==> src/rtl/cacheline_adaptor_pkg.sv <==
// Shared widths, FSM state encodings and beat index type for the cache-line adaptor.
// Optional build macro used by the top: CACHELINE_ADAPTOR_ALIGN_EN.
package cacheline_adaptor_pkg;

  localparam int LINE_W   = 256;
  localparam int BEAT_W   = 64;
  localparam int BEATS    = LINE_W / BEAT_W;
  localparam int ADDR_W   = 32;
  localparam int OFFSET_W = $clog2(LINE_W / 8);

  typedef logic [1:0] state_t;

  localparam state_t IDLE  = 2'd0;
  localparam state_t READ  = 2'd1;
  localparam state_t WRITE = 2'd2;
  localparam state_t DONE  = 2'd3;

  typedef logic [$clog2(BEATS)-1:0] beat_idx_t;

  localparam beat_idx_t LAST_BEAT = beat_idx_t'(BEATS - 1);

endpackage

==> src/rtl/cacheline_beat_buffer.sv <==
// Line storage for the adaptor: a read line assembled one beat at a time and a
// latched write line served back out one beat at a time.
module cacheline_beat_buffer
  import cacheline_adaptor_pkg::*;
(
  input  logic              clk,
  input  logic              rst,
  input  logic              load_line,
  input  logic [LINE_W-1:0] line_in,
  input  logic              beat_we,
  input  beat_idx_t         beat_idx,
  input  logic [BEAT_W-1:0] beat_in,
  output logic [LINE_W-1:0] rd_line,
  output logic [BEAT_W-1:0] beat_out
);

  logic [LINE_W-1:0] rd_line_q;
  logic [LINE_W-1:0] wr_line_q;

  // Separate registers so a write transaction never disturbs the last read line.
  always_ff @(posedge clk) begin
    if (rst) begin
      rd_line_q <= '0;
      wr_line_q <= '0;
    end else begin
      if (load_line)
        wr_line_q <= line_in;
      if (beat_we)
        rd_line_q[beat_idx*BEAT_W +: BEAT_W] <= beat_in;
    end
  end

  assign rd_line  = rd_line_q;
  assign beat_out = wr_line_q[beat_idx*BEAT_W +: BEAT_W];

endmodule

==> src/rtl/cacheline_adaptor.sv <==
// Converts 256-bit line requests into 4-beat 64-bit memory bursts and back.
// Define CACHELINE_ADAPTOR_ALIGN_EN to force the latched address to 32-byte alignment.
module cacheline_adaptor
  import cacheline_adaptor_pkg::*;
(
  input  logic              clk,
  input  logic              rst,
  input  logic              line_read,
  input  logic              line_write,
  input  logic [ADDR_W-1:0] line_addr,
  input  logic [LINE_W-1:0] line_wdata,
  output logic [LINE_W-1:0] line_rdata,
  output logic              line_resp,
  input  logic [BEAT_W-1:0] burst_rdata,
  input  logic              burst_resp,
  output logic              burst_read,
  output logic              burst_write,
  output logic [BEAT_W-1:0] burst_wdata,
  output logic [ADDR_W-1:0] burst_addr
);

  state_t            state;
  beat_idx_t         cnt;
  logic [ADDR_W-1:0] addr_q;
  logic [ADDR_W-1:0] addr_in;
  logic [BEAT_W-1:0] beat_sel;
  logic              load_line;
  logic              beat_we;

`ifdef CACHELINE_ADAPTOR_ALIGN_EN
  assign addr_in = {line_addr[ADDR_W-1:OFFSET_W], {OFFSET_W{1'b0}}};
`else
  assign addr_in = line_addr;
`endif

  assign load_line = (state == IDLE) && line_write;
  assign beat_we   = (state == READ) && burst_resp;

  // Write wins when both requests arrive together; memory strobes count only mid-burst.
  always_ff @(posedge clk) begin
    if (rst) begin
      state  <= IDLE;
      cnt    <= '0;
      addr_q <= '0;
    end else begin
      case (state)
        IDLE: begin
          if (line_write) begin
            addr_q <= addr_in;
            cnt    <= '0;
            state  <= WRITE;
          end else if (line_read) begin
            addr_q <= addr_in;
            cnt    <= '0;
            state  <= READ;
          end
        end
        READ, WRITE: begin
          if (burst_resp) begin
            cnt <= cnt + beat_idx_t'(1);
            if (cnt == LAST_BEAT)
              state <= DONE;
          end
        end
        DONE:    state <= IDLE;
        default: state <= IDLE;
      endcase
    end
  end

  cacheline_beat_buffer u_buffer (
    .clk       (clk),
    .rst       (rst),
    .load_line (load_line),
    .line_in   (line_wdata),
    .beat_we   (beat_we),
    .beat_idx  (cnt),
    .beat_in   (burst_rdata),
    .rd_line   (line_rdata),
    .beat_out  (beat_sel)
  );

  assign burst_read  = (state == READ);
  assign burst_write = (state == WRITE);
  assign line_resp   = (state == DONE);
  assign burst_wdata = (state == WRITE) ? beat_sel : '0;
  assign burst_addr  = ((state == READ) || (state == WRITE)) ? addr_q : '0;

endmodule

==> config.mk <==
export PLATFORM = sky130hd
export DESIGN_NAME = cacheline_adaptor
export DESIGN_NICKNAME = d
export VERILOG_FILES = /design/src/rtl/cacheline_adaptor_pkg.sv /design/src/rtl/cacheline_beat_buffer.sv /design/src/rtl/cacheline_adaptor.sv
export SDC_FILE = /design/constraint.sdc
export NUM_CORES = 1
export LEC_CHECK = 0
export CORE_AREA = 3 3 272 274
export DETAILED_ROUTE_END_ITERATION = 10
export DIE_AREA = 0 0 275 277
export DONT_BUFFER_PORTS = 1
export PLACE_DENSITY_LB_ADDON = 0.25
export SYNTH_ARGS = -nofsm -noshare
export SYNTH_HDL_FRONTEND = slang
export SYNTH_HIERARCHICAL = 1
export SYNTH_SLANG_ARGS = --single-unit
==> constraint.sdc <==
create_clock -name clk -period 3.2 [get_ports clk]
set_input_delay 0.48 -clock clk [delete_from_list [all_inputs] [get_ports clk]]
set_output_delay 0.48 -clock clk [all_outputs]
set_load 0.05 [all_outputs]
==> metrics.yaml <==
status: "completed"
grt_pass1_wl_um: 116000
peakVddDrop_uv: 476
vias: 17390
critPathLaunch: "cnt[0]"
antenna_found_initial: 8
yosys_warnings: 6
core_um2: 71600
wl_um: 79200
multi_input_area_um2: 9940
top_layer: "met5"
synth_seq_cells: 548
initial_core_util_pct: 30.9
worst_pin_slew_ns: 1.16
fin_tns_setup_ns: 0
n_fill_cell: 6907
first_iter_violations: 1080
wire_per_inst_um: 23.9
worstPathRequired_ns: 2.72
gp_congestion: 0.822
io_buffers: 0
numClockSinks: 548
max_freq_ghz: 0.334
fp-row-count: 98
synth.avg_cell_area_um2: 10.7
netlist_top_cells_count: "dfxtp_1 (548), mux2i_1 (259), nor2_1 (257), nand2_1 (168), a32o_1 (112)"
dp_hpwl_um: 53200
finalNetCount: 2675
die_w_um: 275
io_pins: 712
area_growth_syn_to_layout_pct: 28.2
grt_pass1_vias: 17738
synth_nets: 2434
setup.worst_path.start_class: "register"
cts_setup_buffers: 0
slew_headroom_pct: 22.5
h-tree-depth: 2
path_clk_slew_ns: 0.06
rr_startpoint: "state[1]"
max_stage_delay_ns: 0.64
crit_end: "burst_wdata[8]"
r2r_end: "u_buffer/rd_line[80]"
setup_violations: 0
critPathMaxFanout: 64
maxSlewViolCount: 0
worst-r2r-cell-count: 7
rsz0062_at_grt: "false"
seqCellArea_um2: 11000
grt_usage_pct: 19.5
syn_area_um2: 22100
dieArea_um2: 76200
vias_per_cell: 5.25
worstPathCellList: "buf_12, mux4_2, and2_1"
yosys.cell_count.top_type: "dfxtp_1"
synth_area_leader_cell: "dfxtp_1"
dp.cells: 2856
synthCells: 2066
period_share_pct: 93.5
crit_arrival_ns: 2.51
grt_max_degree: 286
synth.area.top_cells: "dfxtp_1 (50%), mux2i_1 (12%), mux4_2 (6.5%)"
fin_skew_ns: 0.0219
drc_errors: 0
die_h_um: 277
drv_cap: 0
powerDensity_nw_per_um2: 736
r2r_setup_slack_ns: 0.78
wl_met1_um: 30600
synth_async_sr_flop_share_pct: 0
end_kind: "primary output"
hold_viol: 0
min_period_ns: 2.99
stdcell_count: 3312
grt_overflow: 0
synth.top_cell.area_share_pct: 49.6
clk_path_buf_depth: 3
cts_root_buf: "clkbuf_16"
holdPathStages: 2
yosysSeqAreaShare_pct: 49.6
cts_tree: "yes"
drive_above_1_share_pct: 11.7
ant_nets: 0
clk_latency_ns: 0.62
p_leak_nw: 10.4
numCtsBuffers: 60
wl_met2_um: 39100
slowest_stage: "mux4_2"
crit_family: "multiplexers"
synth_enable_flop_cells: 0
drt-pass1-iter-count: 5
crit_type: "reg2out"
crit_cells: 3
min_path_type: "in2reg"
synth_ff_type: "dfxtp_1"
wl_met3_um: 6360
fin_total_pwr_mw: 20.9
synth_cell_types: 35
path_buf_inv: 1
kinds of logic after synthesis:
kind of cell               Yosys count  synth area share, %
and+or+nand+nor                    578                 12.0
DFF                                548                 49.6
muxes                              323                 18.2
AOI/OAI and AO/OA                  304                 13.8
buffers and inverters              302                 5.86
adders and majority gates           11                0.622
cells in the final DEF, fill, tap and decap left out, drive strengths merged, types with 64 or more instances in the layout:
cell type	instances
dfxtp	548
dlygate4sd3	338
mux2i	259
nor2	257
nand2	168
inv	113
a32o	112
o32ai	103
and2	98
clkbuf	82
mux4	64
where the power goes:
part | total (mW) | internal [mW] | switching (mW)
clock | 7.21 | 4.26 | 2.95
sequential | 8.42 | 7.58 | 0.834
combinational | 5.25 | 2.07 | 3.18
flip-flops by register name, indices dropped and copies added, names as in the netlist:
| signal | cells |
|---|---|
| addr_q | 32 |
| cnt | 2 |
| state | 2 |
| u_buffer/rd_line | 256 |
| u_buffer/wr_line_q | 256 |
how the worst min path moves through the flow:
stage	startpoint	end	slack [ns]
3_3_place_gp	addr_q[8]	addr_q[8]	0.44
6_report	burst_rdata[9]	u_buffer/rd_line[73]	0.04
4_1_cts	line_wdata[84]	u_buffer/wr_line_q[84]	0.00008
5_1_grt	burst_rdata[29]	u_buffer/rd_line[93]	0.01
3_5_place_dp	addr_q[8]	addr_q[8]	0.44
2_1_floorplan	addr_q[0]	addr_q[0]	0.43
metal layers:
metal / up-vias / track usage, %
li1: 7859 / -
met1: 8675 / 23.0
met2: 700 / 33.5
met3: 152 / 5.04
met4: 4 / 8.04
met5: - / 0
repair_timing:
item / 4_1_cts / 5_1_grt
endpoints found under the hold margin: 510 / 0
hold buffers: 339 / 0
endpoints found under the setup margin: 0 / 4
gates resized for setup: 0 / 1
area by class of cell:
class	instances	share of cell area [%]
timing repair buffer	374	13.4
multi-input combinational	1216	35.0
tap	950	4.19
sequential	548	38.7
inverter	107	1.42
antenna	6	0.0529
clock inverter	29	1.31
clock buffer	82	5.94
through the flow:
step	setup slack, ns	util (%)	hold slack, ns	cell area, um2
2_1_floorplan	0.483	-	0.432	22100
4_1_cts	0.0914	39.6	0.0000799	28400
3_3_place_gp	0.740	32.0	0.437	22900
6_report	0.208	39.6	0.0420	28400
5_1_grt	0.0846	39.6	0.0102	28400
3_5_place_dp	0.667	32.0	0.444	22900
No activity file was read; power rests on OpenSTA's default activity.
